File: src/rtl/dff_ctrl_pkg.sv
// Shared types and helpers for the shared-DFF access controller.
// Holds the controller state encoding and the round-robin pick function.
// The ID width is derived inside each module from its own NUM_REQ.
package dff_ctrl_pkg;

    typedef enum logic [1:0] {
        IDLE   = 2'd0,
        DRIVE  = 2'd1,
        SAMPLE = 2'd2,
        RESP   = 2'd3
    } state_t;

    // Upper bound on requesters the pick function can search.
    localparam int MAX_REQ = 64;

    // Round-robin search: first set bit of valid at or above ptr, wrapping
    // modulo num_req. Returns the found bit; the winner index goes to idx.
    function automatic logic rr_pick(
        input  logic [MAX_REQ-1:0] valid,
        input  int                 num_req,
        input  int                 ptr,
        output int                 idx
    );
        logic found;
        int   k;
        found = 1'b0;
        idx   = 0;
        for (int i = 0; i < MAX_REQ; i++) begin
            if (i < num_req && !found) begin
                k = ptr + i;
                if (k >= num_req) begin
                    k = k - num_req;
                end
                if (valid[k[5:0]]) begin
                    found = 1'b1;
                    idx   = k;
                end
            end
        end
        return found;
    endfunction

endpackage

File: src/rtl/dff_rr_arbiter.sv
// Round-robin arbiter: one-hot grant from req_valid, rotating pointer.
// Latency: grant is combinational; pointer updates on the accepting edge.
// Backpressure: grants only while enable is high; a granted requester holds valid, so grant == accept.
// Ports: clk, reset (async, active-high), req_valid, enable (controller idle),
//        grant (one-hot), grant_idx (winner index), grant_found (a grant is issued this cycle).
module dff_rr_arbiter
    import dff_ctrl_pkg::*;
#(
    parameter int NUM_REQ = 4,
    parameter int ID_W    = $clog2(NUM_REQ)
) (
    input  logic               clk,
    input  logic               reset,
    input  logic [NUM_REQ-1:0] req_valid,
    input  logic               enable,
    output logic [NUM_REQ-1:0] grant,
    output logic [ID_W-1:0]    grant_idx,
    output logic               grant_found
);

    logic [ID_W-1:0] ptr;
    logic            pick_found;
    int              pick_idx;

    always_comb begin
        pick_idx    = 0;
        pick_found  = rr_pick(MAX_REQ'(req_valid), NUM_REQ, int'(ptr), pick_idx);
        grant_idx   = ID_W'(pick_idx);
        grant_found = enable && pick_found;
        grant       = '0;
        if (grant_found) begin
            grant = NUM_REQ'(1) << grant_idx;
        end
    end

    // Pointer moves past the winner on every accept; NUM_REQ need not be a power of two.
    always_ff @(posedge clk or posedge reset) begin
        if (reset) begin
            ptr <= '0;
        end else if (grant_found) begin
            if (grant_idx == ID_W'(NUM_REQ - 1)) begin
                ptr <= '0;
            end else begin
                ptr <= grant_idx + 1'b1;
            end
        end
    end

endmodule

File: src/rtl/dff_access_ctrl.sv
// Shares one DFF between NUM_REQ writers: arbitrate, drive, read back, respond with a mismatch flag.
// Latency: accept in cycle T, rsp_valid in cycle T+3; one transaction per 4 cycles.
// Backpressure: req_ready only in IDLE (never during reset); the response has no backpressure.
// Ports: clk, reset (async, active-high); req_valid/req_data/req_ready per requester;
//        dff_din/dff_dout to the DFF; rsp_valid/rsp_id/rsp_data/rsp_mismatch response;
//        err_cnt saturating mismatch count; busy when not idle.
module dff_access_ctrl
    import dff_ctrl_pkg::*;
#(
    parameter int NUM_REQ = 4,
    parameter int DATA_W  = 1,
    parameter int ERR_W   = 8
) (
    input  logic                        clk,
    input  logic                        reset,
    input  logic [NUM_REQ-1:0]          req_valid,
    input  logic [NUM_REQ*DATA_W-1:0]   req_data,
    output logic [NUM_REQ-1:0]          req_ready,
    output logic [DATA_W-1:0]           dff_din,
    input  logic [DATA_W-1:0]           dff_dout,
    output logic                        rsp_valid,
    output logic [$clog2(NUM_REQ)-1:0]  rsp_id,
    output logic [DATA_W-1:0]           rsp_data,
    output logic                        rsp_mismatch,
    output logic [ERR_W-1:0]            err_cnt,
    output logic                        busy
);

    localparam int ID_W = $clog2(NUM_REQ);

    state_t              state;
    state_t              state_nxt;
    logic [NUM_REQ-1:0]  grant;
    logic [ID_W-1:0]     grant_idx;
    logic                accept;
    logic [DATA_W-1:0]   win_data;
    logic [DATA_W-1:0]   data_q;
    logic [ID_W-1:0]     id_q;
    logic                mismatch;

    dff_rr_arbiter #(
        .NUM_REQ (NUM_REQ),
        .ID_W    (ID_W)
    ) u_arb (
        .clk         (clk),
        .reset       (reset),
        .req_valid   (req_valid),
        .enable      (state == IDLE),
        .grant       (grant),
        .grant_idx   (grant_idx),
        .grant_found (accept)
    );

    // State is already IDLE during reset, so the grant must be masked explicitly.
    assign req_ready = grant & {NUM_REQ{~reset}};
    assign win_data  = req_data[int'(grant_idx)*DATA_W +: DATA_W];
    assign mismatch  = (dff_dout != data_q);
    assign busy      = (state != IDLE);

    always_ff @(posedge clk or posedge reset) begin
        if (reset) begin
            state <= IDLE;
        end else begin
            state <= state_nxt;
        end
    end

    always_comb begin
        state_nxt = state;
        case (state)
            IDLE:    if (accept) state_nxt = DRIVE;
            DRIVE:   state_nxt = SAMPLE;
            SAMPLE:  state_nxt = RESP;
            RESP:    state_nxt = IDLE;
            default: state_nxt = IDLE;
        endcase
    end

    always_ff @(posedge clk or posedge reset) begin
        if (reset) begin
            dff_din      <= '0;
            data_q       <= '0;
            id_q         <= '0;
            rsp_valid    <= 1'b0;
            rsp_id       <= '0;
            rsp_data     <= '0;
            rsp_mismatch <= 1'b0;
            err_cnt      <= '0;
        end else begin
            case (state)
                IDLE: begin
                    if (accept) begin
                        dff_din <= win_data;
                        data_q  <= win_data;
                        id_q    <= grant_idx;
                    end
                end
                SAMPLE: begin
                    // The DFF captured dff_din at the end of DRIVE, so dff_dout is valid now.
                    rsp_valid    <= 1'b1;
                    rsp_id       <= id_q;
                    rsp_data     <= dff_dout;
                    rsp_mismatch <= mismatch;
                    if (mismatch && (err_cnt != {ERR_W{1'b1}})) begin
                        err_cnt <= err_cnt + 1'b1;
                    end
                end
                RESP: begin
                    rsp_valid <= 1'b0;
                end
                default: ;
            endcase
        end
    end

endmodule

File: config.mk
export PLATFORM = sky130hd
export DESIGN_NAME = dff_access_ctrl
export DESIGN_NICKNAME = d
export VERILOG_FILES = /design/src/rtl/dff_ctrl_pkg.sv /design/src/rtl/dff_rr_arbiter.sv /design/src/rtl/dff_access_ctrl.sv
export SDC_FILE = /design/constraint.sdc
export NUM_CORES = 1
export LEC_CHECK = 0
export ABC_AREA = 1
export CAP_MARGIN = 20
export CORE_MARGIN = 3
export CORE_UTILIZATION = 45
export DETAILED_ROUTE_END_ITERATION = 16
export DONT_BUFFER_PORTS = 1
export HOLD_SLACK_MARGIN = 0.05
export PLACE_DENSITY_LB_ADDON = 0.15
export SLEW_MARGIN = 20
export SYNTH_ARGS = -nofsm -noshare
export SYNTH_HDL_FRONTEND = slang
export SYNTH_SLANG_ARGS = --single-unit
File: constraint.sdc
create_clock -name clk -period 6.2 [get_ports clk]
set_input_delay 1.24 -clock clk [delete_from_list [all_inputs] [get_ports clk]]
set_output_delay 1.24 -clock clk [all_outputs]
set_load 0.02 [all_outputs]
==> results.ini <==
[run_status]
status=finished clean

[global_routing]
grt_pass1_wl_um=4146
use_met3_pct=4.822
globalRouteTotalUtil_pct=14.37
gr-usage-met1_pct=20.25
grt_antenna_before_repair=0
grtUsageMet2_pct=21.52
grt_overflow_total=0
grt_max_degree=25
busiest_layer=met2
grt_pass1_vias=942

[clock_network]
clk_latency_ns=0.30
root_buffer=clkbuf_4
htreeDepth=1
ctsResizeCount=0
clk_pin_slew_ns=0.12
cts-buffers-inserted=3
clockBufferDepth=2
hold_buffers=0
postCtsSetupRepairBufs=0
cts_sinks=20
tritoncts=built

[routing]
wl_um=2539
drt_iter0_drc=27
viasPerCell=5.253
ant_nets=0
drc=0
wl_per_cell_um=12.82
vias=1040
drtPass1Iterations=5

[setup_path]
crit_arrival_ns=2.85
reg2reg_from=u_arb.ptr[0]
critPathMaxFanout=11
crit_type=reg2out
required_ns=4.96
r2r_cells=11
end_kind=primary output
setup.worst_path.start_class=flop
rrSetupSlack_ns=3.77
r2r_end=u_arb.ptr[1]
setup.worst_path.end=req_ready[2]
crit_path_start=u_arb.ptr[0]

[sta]
setup_violations=0
relSlewSlack_pct=43.40
fin_crit_ns=4.092
finClkSkew_ns=0.007400
tns_ns=0
rsz0062_at_grt=no
finalMaxSlewViolations=0
hold_viol_final=0
timing.fmax_mhz=244.4
tightest_slew_ns=0.8481
min_period_over_period_pct=66.01

[die]
die_area_mm2=0.003789
die_y_um=61.56
row_count=19
start_util_pct=48.68
die_x_um=61.56
io_pins=30
coreArea_mm2=0.002853

[layout]
antenna-diode-count=0
multi_input_area_um2=779.5
drive_gt1_share_pct=23.35
postLayoutCellArea_mm2=0.001469
fillers=287
finalNetCount=192
area_delta_synth_final_pct=5.766
ff_latch_area_um2=500.5

[synthesis]
ys_seq_area_share_pct=36.04
syn_avg_cell_area_um2=8.468
synth_edf_count=0
yosys.area.top_type=dfrtp_1
syn_area_mm2=0.001389
netlist_top_cells_count=37 x nand2_1, 20 x dfrtp_1, 18 x inv_1
ys_types=22
synthArstFlopShare_pct=100.0
synth_area_leaders=dfrtp_1 36%, ha_1 12%, nand2_1 10%, nand2_2 6.3%, nand3_2 5.0%
ys_ff_latch=20
synth_nets=188
yosysWarningCount=0
synth.most_common_cell=nand2_1
synthCells=164
synth-main-ff-cell=dfrtp_1
yosysTopAreaCellShare_pct=36.04

[placed_design]
dp_hpwl_um=2024
place.gp.congestion=0.7721
dpl-instance-area_mm2=0.001416
io_buffers=0

[power]
p_leak_nw=0.7583
power_density_mw_per_mm2=620.6
ir_drop_v=0.0003210

[hold_path]
min_path_cells=2
hold_start=id_q[1]
min_path_type=reg2reg

[flow_run]
max_cap_violations=0

-- logic make-up (layout without fill, tap and decap cells) --
family,after synthesis,after routing,synth area share (%)
buffers and inverters,25,28,7.838
AOI/OAI and AO/OA,10,10,3.964
xor gates and xnor gates,8,8,5.045
and+or+nand+nor,88,88,35.41
adders and majority gates,13,13,11.71
DFF,20,20,36.04
-- report_power, final --
part | internal [W] | switching [W] | leakage, nW
Clock | 0.0000653 | 0.0000406 | 0.0279
Sequential | 0.000184 | 0.000102 | 0.251
Combinational | 0.000185 | 0.000335 | 0.479
-- layout make-up --
type,count,share of cell area (%)
Inverter,24,6.644
Clock inverter,1,2.044
Multi-Input combinational cell,119,53.07
Tap cell,31,2.641
Clock buffer,3,1.533
Sequential cell,20,34.07
-- state kept, by name, summed over array words and instances (netlist names) --
signal,count
rsp_valid,1
rsp_id,2
err_cnt,8
id_q,2
data_q,1
u_arb.ptr,2
rsp_mismatch,1
rsp_data,1
state,2
-- routing by layer --
| metal | routed length, µm | vias to the layer above |
|---|---|---|
| met5 | 0 | - |
| met1 | 1232 | 475 |
| met2 | 1134 | 40 |
| met4 | 0 | 0 |
| li1 | - | 525 |
| met3 | 172 | 0 |
-- metrics by stage --
stage               instances  power (W)  setup WS, ns  utilization, %  hold WS [ns]
floorplan                 164  0.0007206         2.535               -        0.4461
CTS                       198  0.0009177         2.076           51.49        0.5156
global placement          194  0.0007909         2.394           49.65        0.4908
finish                    198  0.0009116         2.108           51.49        0.5158
global route              198   0.001009         1.840           51.49        0.5590
detailed placement        194  0.0008090         2.366           49.65        0.4914
-- how the worst min path moves through the flow --
stage	end	slack, ns
after floorplan	rsp_id[1]	0.45
after global routing	rsp_id[1]	0.56
after global placement	rsp_id[1]	0.49
final	rsp_id[1]	0.52
after CTS	rsp_id[1]	0.52
after detailed placement	rsp_id[1]	0.49
-- worst max-delay path: stages (launching register included) --
cell and delay (ns):
dfrtp_1 0.72, inv_8 0.07, ha_1 0.39, inv_1 0.14, nand3_1 0.10, nand3_2 0.11
nand4_2 0.14, nand2_2 0.13, nand2_4 0.08, inv_1 0.09, ha_1 0.15, nand2_1 0.05
nor2_1 0.36
-- cell usage in the layout, fill, tap and decap left out, drive strengths merged --
cell    instances
nand3b          1
dfrtp          20
inv            24
xor2            1
clkbuf          3
bufinv          1
ha             13
xnor2           7
o21ai           8
nor2           11
nand3          19
nand4           4
nand2          53
o21a            1
o211ai          1
No activity file was read; power rests on OpenSTA's default activity.
